--- config.mk ---
export PLATFORM = sky130hd
export DESIGN_NAME = pla_eval_flat
export DESIGN_NICKNAME = d
export VERILOG_FILES = /design/src/rtl/pla_pkg.sv /design/src/rtl/pla_eval_if.sv /design/src/rtl/pla_term.sv /design/src/rtl/pla_eval.sv /design/src/flat_wrapper.sv
export SDC_FILE = /design/constraint.sdc
export NUM_CORES = 1
export LEC_CHECK = 0
export ABC_AREA = 0
export CAP_MARGIN = 15
export CORE_ASPECT_RATIO = 1.2
export CORE_MARGIN = 2
export CORE_UTILIZATION = 35
export DETAILED_ROUTE_END_ITERATION = 10
export HOLD_SLACK_MARGIN = 0.02
export PLACE_DENSITY_LB_ADDON = 0.08
export SETUP_SLACK_MARGIN = 0.02
export SLEW_MARGIN = 10
export SYNTH_ARGS = -nofsm -noshare
export SYNTH_HDL_FRONTEND = slang
export SYNTH_HIERARCHICAL = 1
export SYNTH_SLANG_ARGS = --single-unit
--- constraint.sdc ---
create_clock -name clk -period 2.57 [get_ports clk]
set_clock_uncertainty 0.05 [all_clocks]
set_input_delay 0.6425 -clock clk [delete_from_list [all_inputs] [get_ports clk]]
set_output_delay 0.6425 -clock clk [all_outputs]
set_load 0.01 [all_outputs]
--- src/rtl/pla_pkg.sv ---
// Row layout, legacy program and term-match helper shared by the PLA evaluator.
// Term row = {en, value, care}; output row = {inv, or_mask}.
package pla_pkg;

  localparam int MAX_IN       = 32;
  localparam int LEG_N_IN     = 7;
  localparam int LEG_N_OUT    = 3;
  localparam int LEG_N_TERMS  = 3;

  localparam logic [6:0] LEG_CARE_T0 = 7'b0010011;  // a, b, e
  localparam logic [6:0] LEG_CARE_T1 = 7'b0011010;  // b, d, e
  localparam logic [6:0] LEG_CARE_T2 = 7'b1111100;  // c, d, e, f, g

  function automatic int calc_cfg_w(input int n_in, input int n_term);
    return (2 * n_in + 1 > n_term + 1) ? 2 * n_in + 1 : n_term + 1;
  endfunction

  function automatic int row_count(input int n_term, input int n_out);
    return n_term + n_out;
  endfunction

  function automatic int term_val_lsb(input int n_in);
    return n_in;
  endfunction

  function automatic int term_en_bit(input int n_in);
    return 2 * n_in;
  endfunction

  function automatic int out_inv_bit(input int n_term);
    return n_term;
  endfunction

  function automatic logic term_match(input logic [MAX_IN-1:0] data,
                                      input logic [MAX_IN-1:0] care,
                                      input logic [MAX_IN-1:0] value,
                                      input logic              en);
    return en & ~|(care & (data ^ value));
  endfunction

  function automatic logic legacy_honoured(input int n_in, input int n_out, input int n_term);
    return (n_in == LEG_N_IN) && (n_out == LEG_N_OUT) && (n_term >= LEG_N_TERMS);
  endfunction

  // Legacy terms require every cared bit to be 1, so value equals care.
  function automatic logic [6:0] legacy_care(input int t);
    case (t)
      0:       return LEG_CARE_T0;
      1:       return LEG_CARE_T1;
      2:       return LEG_CARE_T2;
      default: return '0;
    endcase
  endfunction

  function automatic logic legacy_en(input int t);
    return t < LEG_N_TERMS;
  endfunction

  function automatic logic legacy_inv(input int o);
    return o != 0;
  endfunction

endpackage

--- src/rtl/pla_eval_if.sv ---
// Input stream, result stream and config-write bundle of the PLA evaluator.
// The master side drives vectors and config; the slave side is the evaluator.
interface pla_eval_if #(
  parameter int N_IN   = 7,
  parameter int N_OUT  = 3,
  parameter int CFG_W  = 15,
  parameter int ADDR_W = 4
);
  logic              in_valid;
  logic              in_ready;
  logic [N_IN-1:0]   in_data;
  logic              out_valid;
  logic              out_ready;
  logic [N_OUT-1:0]  out_data;
  logic              cfg_we;
  logic              cfg_ready;
  logic [ADDR_W-1:0] cfg_addr;
  logic [CFG_W-1:0]  cfg_data;
  logic              cfg_err;

  modport master (
    output in_valid, in_data, out_ready, cfg_we, cfg_addr, cfg_data,
    input  in_ready, out_valid, out_data, cfg_ready, cfg_err
  );

  modport slave (
    input  in_valid, in_data, out_ready, cfg_we, cfg_addr, cfg_data,
    output in_ready, out_valid, out_data, cfg_ready, cfg_err
  );
endinterface

--- src/rtl/pla_term.sv ---
// One product term: combinational match of the input vector against care/value/en.
// Zero latency, no flow control.
module pla_term
  import pla_pkg::*;
#(
  parameter int N_IN = 7
) (
  input  logic [N_IN-1:0] i_data,
  input  logic [N_IN-1:0] i_care,
  input  logic [N_IN-1:0] i_value,
  input  logic            i_en,
  output logic            o_term
);

  assign o_term = term_match(MAX_IN'(i_data), MAX_IN'(i_care), MAX_IN'(i_value), i_en);

endmodule

--- src/rtl/pla_eval.sv ---
// Programmable sum-of-products evaluator: terms registered in stage 1, OR/invert in stage 2.
// Two-cycle latency, one result per cycle; stalls on out_ready low; config only when empty.
module pla_eval
  import pla_pkg::*;
#(
  parameter int N_IN         = 7,
  parameter int N_TERM       = 8,
  parameter int N_OUT        = 3,
  parameter int LEGACY_RESET = 1,
  parameter int CFG_W        = calc_cfg_w(N_IN, N_TERM)
) (
  input logic       clk,
  input logic       rst,
  pla_eval_if.slave io_bus
);

  localparam int ADDR_W  = $clog2(N_TERM + N_OUT);
  localparam int N_ROWS  = row_count(N_TERM, N_OUT);
  localparam int VAL_LSB = term_val_lsb(N_IN);
  localparam int EN_BIT  = term_en_bit(N_IN);
  localparam int INV_BIT = out_inv_bit(N_TERM);
  localparam bit LEG     = (LEGACY_RESET != 0) && legacy_honoured(N_IN, N_OUT, N_TERM);
  localparam logic [ADDR_W:0] ROWS_L = (ADDR_W + 1)'(N_ROWS);

  logic [N_IN-1:0]   r_care  [N_TERM];
  logic [N_IN-1:0]   r_value [N_TERM];
  logic [N_TERM-1:0] r_en;
  logic [N_TERM-1:0] r_mask  [N_OUT];
  logic [N_OUT-1:0]  r_inv;

  logic              r_s1_valid;
  logic [N_TERM-1:0] r_s1_terms;
  logic              r_out_valid;
  logic [N_OUT-1:0]  r_out_data;
  logic              r_cfg_err;

  logic [CFG_W-1:0]  w_cfg_data;
  logic [N_TERM-1:0] w_terms;
  logic [N_OUT-1:0]  w_outs;
  logic              w_s2_adv;
  logic              w_s1_adv;
  logic              w_cfg_ready;
  logic              w_cfg_fire;
  logic              w_addr_ok;
  logic              w_in_ready;
  logic              w_in_fire;

  assign w_cfg_data  = io_bus.cfg_data;
  assign w_s2_adv    = ~r_out_valid | io_bus.out_ready;
  assign w_s1_adv    = ~r_s1_valid | w_s2_adv;
  assign w_cfg_ready = ~r_s1_valid & ~r_out_valid;
  assign w_cfg_fire  = io_bus.cfg_we & w_cfg_ready;
  assign w_addr_ok   = {1'b0, io_bus.cfg_addr} < ROWS_L;
  // A config write takes the cycle; the input waits one cycle and sees the new program.
  assign w_in_ready  = w_s1_adv & ~w_cfg_fire;
  assign w_in_fire   = io_bus.in_valid & w_in_ready;

  assign io_bus.in_ready  = w_in_ready;
  assign io_bus.cfg_ready = w_cfg_ready;
  assign io_bus.out_valid = r_out_valid;
  assign io_bus.out_data  = r_out_data;
  assign io_bus.cfg_err   = r_cfg_err;

  always_ff @(posedge clk) begin
    if (rst) begin
      for (int t = 0; t < N_TERM; t++) begin
        r_care[t]  <= LEG ? N_IN'(legacy_care(t)) : '0;
        r_value[t] <= LEG ? N_IN'(legacy_care(t)) : '0;
        r_en[t]    <= LEG && legacy_en(t);
      end
      for (int o = 0; o < N_OUT; o++) begin
        r_mask[o] <= LEG ? (N_TERM'(1) << o) : '0;
        r_inv[o]  <= LEG && legacy_inv(o);
      end
    end else if (w_cfg_fire && w_addr_ok) begin
      for (int t = 0; t < N_TERM; t++) begin
        if (io_bus.cfg_addr == ADDR_W'(t)) begin
          r_care[t]  <= w_cfg_data[N_IN-1:0];
          r_value[t] <= w_cfg_data[VAL_LSB +: N_IN];
          r_en[t]    <= w_cfg_data[EN_BIT];
        end
      end
      for (int o = 0; o < N_OUT; o++) begin
        if (io_bus.cfg_addr == ADDR_W'(N_TERM + o)) begin
          r_mask[o] <= w_cfg_data[N_TERM-1:0];
          r_inv[o]  <= w_cfg_data[INV_BIT];
        end
      end
    end
  end

  for (genvar t = 0; t < N_TERM; t++) begin : g_term
    pla_term #(.N_IN(N_IN)) u_term (
      .i_data  (io_bus.in_data),
      .i_care  (r_care[t]),
      .i_value (r_value[t]),
      .i_en    (r_en[t]),
      .o_term  (w_terms[t])
    );
  end

  always_comb begin
    w_outs = '0;
    for (int o = 0; o < N_OUT; o++) begin
      w_outs[o] = r_inv[o] ^ (|(r_s1_terms & r_mask[o]));
    end
  end

  always_ff @(posedge clk) begin
    if (rst) begin
      r_s1_valid  <= 1'b0;
      r_s1_terms  <= '0;
      r_out_valid <= 1'b0;
      r_out_data  <= '0;
      r_cfg_err   <= 1'b0;
    end else begin
      if (w_s1_adv) begin
        r_s1_valid <= w_in_fire;
        if (w_in_fire) r_s1_terms <= w_terms;
      end
      if (w_s2_adv) begin
        r_out_valid <= r_s1_valid;
        if (r_s1_valid) r_out_data <= w_outs;
      end
      r_cfg_err <= w_cfg_fire & ~w_addr_ok;
    end
  end

endmodule

--- src/flat_wrapper.sv ---
// flat-port wrapper written by rule: the top's interface ports become plain ports
module pla_eval_flat import pla_pkg::*;
#(
  parameter int N_IN         = 7,
  parameter int N_TERM       = 8,
  parameter int N_OUT        = 3,
  parameter int LEGACY_RESET = 1,
  parameter int CFG_W        = calc_cfg_w(N_IN, N_TERM)
)
  (clk, rst, io_bus_in_valid, io_bus_in_data, io_bus_out_ready, io_bus_cfg_we, io_bus_cfg_addr, io_bus_cfg_data, io_bus_in_ready, io_bus_out_valid, io_bus_out_data, io_bus_cfg_ready, io_bus_cfg_err);
  pla_eval_if #(.N_IN(N_IN), .N_OUT(N_OUT), .CFG_W(CFG_W), .ADDR_W((4))) io_bus_i ();
  input logic clk;
  input logic rst;
  input wire logic [$bits(io_bus_i.in_valid)-1:0] io_bus_in_valid;
  input wire logic [$bits(io_bus_i.in_data)-1:0] io_bus_in_data;
  input wire logic [$bits(io_bus_i.out_ready)-1:0] io_bus_out_ready;
  input wire logic [$bits(io_bus_i.cfg_we)-1:0] io_bus_cfg_we;
  input wire logic [$bits(io_bus_i.cfg_addr)-1:0] io_bus_cfg_addr;
  input wire logic [$bits(io_bus_i.cfg_data)-1:0] io_bus_cfg_data;
  output wire logic [$bits(io_bus_i.in_ready)-1:0] io_bus_in_ready;
  output wire logic [$bits(io_bus_i.out_valid)-1:0] io_bus_out_valid;
  output wire logic [$bits(io_bus_i.out_data)-1:0] io_bus_out_data;
  output wire logic [$bits(io_bus_i.cfg_ready)-1:0] io_bus_cfg_ready;
  output wire logic [$bits(io_bus_i.cfg_err)-1:0] io_bus_cfg_err;
  assign io_bus_i.in_valid = io_bus_in_valid;
  assign io_bus_i.in_data = io_bus_in_data;
  assign io_bus_i.out_ready = io_bus_out_ready;
  assign io_bus_i.cfg_we = io_bus_cfg_we;
  assign io_bus_i.cfg_addr = io_bus_cfg_addr;
  assign io_bus_i.cfg_data = io_bus_cfg_data;
  assign io_bus_in_ready = io_bus_i.in_ready;
  assign io_bus_out_valid = io_bus_i.out_valid;
  assign io_bus_out_data = io_bus_i.out_data;
  assign io_bus_cfg_ready = io_bus_i.cfg_ready;
  assign io_bus_cfg_err = io_bus_i.cfg_err;
  pla_eval #(.N_IN(N_IN), .N_TERM(N_TERM), .N_OUT(N_OUT), .LEGACY_RESET(LEGACY_RESET), .CFG_W(CFG_W)) u_core (.clk(clk), .rst(rst), .io_bus(io_bus_i));
endmodule
==> impl_metrics.ini <==
[yosys]
synth.net_count = 541
yosys.cell_types.count = 33
seq_area_frac_synth_pct = 67.04
synth_ff_type = edfxtp_1
synth.cell_area_um2 = 6838
synth-warning-count = 6
synth_edf_count = 136
synthArstFlopShare_pct = 0
syn-mean-instance-area_um2 = 13.41
synthCells = 510
postSynthRegisterBits = 161

[job]
max-cap-violations = 0

[critical_path]
crit_arrival_ns = 1.73
path_buf_inv = 2
required_ns = 1.88
critPathSlowestCell = clkdlybuf4s50_1
worst_path_max_fanout = 2
path_class = input port to output port
max_incr_delay_on_cp_ns = 0.48
timing.critical_path.from_type = input port
crit_path_leading_delay_family = buffers and inverters
worst_setup_path_end_kind = output port
cp_cell_sequence = clkdlybuf4s50_1 -> nor3b_2 -> a21oi_1 -> dlygate4sd2_1

[timing]
timing.final.ws_setup_ns = 0.1474
max_slew.worst_pin.slew_ns = 0.4786
setup_viol = 0
rsz0062_at_grt = no
final_min_period_over_clock_period_pct = 94.27
final-max-slew-violation-count = 0
min_period_ns = 2.423
hold_violations = 0
relSlewSlack_pct = 68.09
max_clock_freq_mhz = 412.8

[final_layout]
nNetsFinal = 627
layout-area-overhead-vs-synth_pct = 25.14
drive_above_1_share_pct = 14.97
finish.cell_count_without_fillers = 870
layout.filler_cells = 1826

[route]
route.antenna.remaining_nets = 0
routed_wire_length_per_instance_um = 19.25
via_per_inst = 4.789
vias = 4166
route.final.wire_length_um = 16750
drt_first_iter_violations = 252
detailedRoute.firstPassIterationCount = 4
detail_route.drc_violations = 0

[cts]
tritoncts = built
cts.reportedPaths.clkPinSlew_ns = 0.06
post_cts_resized = 1
ctsRootBufferMaster = clkbuf_16
cts.htree.levels = 4
ctsHoldBuffers = 0
number_of_buffers_added_by_the_clock_tree_synthesis_step = 17
source_to_sink_clock_delay_at_the_later_pin_of_the_worst_skew_pair_ns = 0.42
postCtsSetupBuffers = 0
ctsLongestPathBuffers = 2
clock_sink_count = 161

[placed_design]
port-buffer-count = 37
place_hpwl_um = 12430
pre_cts_ws_ns = -0.08049
numPlacedInstances = 838
gp_congestion = 0.7808

[grt]
groute.usage.overall_pct = 17.21
overflow = 0
antenna_found_initial = 0
grt_max_degree = 21
wire_length_of_the_first_global_routing_pass_um = 25970
vias_in_the_first_global_route = 4324

[die]
io_count = 38
die_width_um = 131.6
rows = 56
initial_utilization_pct = 35.36
floorplan.core_area_um2 = 19340
die_footprint_um2 = 20680
die_y_um = 157.1

[power]
power.density_nw_per_um2 = 724.0
vdd_ir_drop_max_v = 0.0004476
p_leak_nw = 3.178

[min_path]
worstHoldPathType = register to register

[status]
status = completed
[final timing paths]
path	start	endpoint	slack (ns)	cells after the start
worst min register to register	u_core/r_en[6]	u_core/r_en[6]	0.45	2
worst min-delay path	u_core/r_en[6]	u_core/r_en[6]	0.45	2
worst max register to register	u_core/r_s1_valid	u_core/r_mask[0][3]	0.70	6
worst max-delay path	io_bus_cfg_we	io_bus_in_ready	0.15	4
[worst min-delay path, delay by kind of cell, from the launching register on]
family,cells,cell delay [ns]
and+or+nand+nor,1,0.08
muxes,1,0.06
DFF,1,0.32
[synth_stat cells, types with 5 or more instances]
| master | count | area, um^2 |
|---|---|---|
| edfxtp_1 | 136 | 4084 |
| nor2_1 | 89 | 334.1 |
| xor2_1 | 56 | 490.5 |
| nand2b_1 | 51 | 319.1 |
| a22oi_1 | 36 | 270.3 |
| dfxtp_1 | 25 | 500.5 |
| mux2i_1 | 19 | 190.2 |
| inv_1 | 14 | 52.55 |
| clkbuf_1 | 10 | 37.54 |
| a21boi_0 | 8 | 60.06 |
| and2_1 | 8 | 50.05 |
| and4_1 | 8 | 70.07 |
| nand3b_1 | 7 | 52.55 |
| nand4_1 | 6 | 37.54 |
| buf_2 | 5 | 25.02 |
| nand3_1 | 5 | 25.02 |
[area by class of cell]
| class | instances | area [um^2] | share of cell area, % |
|---|---|---|---|
| multi-input cells | 320 | 2138 | 24.99 |
| well taps | 261 | 326.6 | 3.816 |
| clock inverters | 13 | 209.0 | 2.442 |
| repair buffers | 82 | 814.5 | 9.519 |
| diodes | 1 | 2.502 | 0.02924 |
| clock buffers | 18 | 429.2 | 5.015 |
| flip-flops and latches | 161 | 4584 | 53.58 |
| inverters | 14 | 52.55 | 0.6141 |
[layout by cell type, fill, tap and decap left out, types with 9 or more instances in the layout]
cell             synthesis  layout
buf_12                   0       9
nor2_1                  89      89
clkbuf_16                0      17
a22oi_1                 36      36
clkdlybuf4s50_1          0      35
inv_1                   14      14
xor2_1                  56      56
dfxtp_1                 25      25
mux2i_1                 19      19
nand2b_1                51      51
edfxtp_1               136     136
buf_4                    0      36
[registers in the layout, indices dropped and copies added, names as in the netlist, 3 cells and up]
register                cells
u_core/r_care              56
u_core/r_inv                3
u_core/r_s1_terms           8
u_core/r_value             56
u_core/io_bus.out_data      3
u_core/r_en                 8
u_core/r_mask              24
[kinds of logic (layout without fill, tap and decap cells)]
group                  count (synthesis)  after routing  synth area share [%]
AND/OR/NAND/NOR                      196            196                 16.03
flip-flops                           161            161                 67.04
XOR/XNOR                              56             56                 7.173
AO/OA/AOI/OAI                         49             49                 5.288
buffers and inverters                 29            127                 1.683
multiplexers                          19             19                 2.781
other                                  0              1                     0
[routing by layer]
layer  global-route usage (%)  wire length, um  part of all wire [%]
met5                        0                0                     0
met4                    7.350              407                   2.4
met1                    20.77             7123                    43
met3                    3.156              474                   2.8
met2                    30.34             8741                    52
[where the power goes]
part,internal [mW],switching (mW)
sequential,2.95,0.0445
clock,1.72,1.02
combinational,0.204,0.258
[stage by stage]
stage	cell area (um^2)	utilization [%]	total power, mW	hold slack [ns]	setup TNS (ns)
floorplan	6838	-	3.254	0.4067	0
global placement	7918	40.94	3.513	0.4185	-0.07399
detailed placement	7918	40.94	3.521	0.4431	-0.08049
CTS	8554	44.24	6.275	0.4586	0
global route	8554	44.24	6.418	0.4810	0
finish	8557	44.25	6.195	0.4541	0
Note: power is estimated with default switching activity, not from simulation.
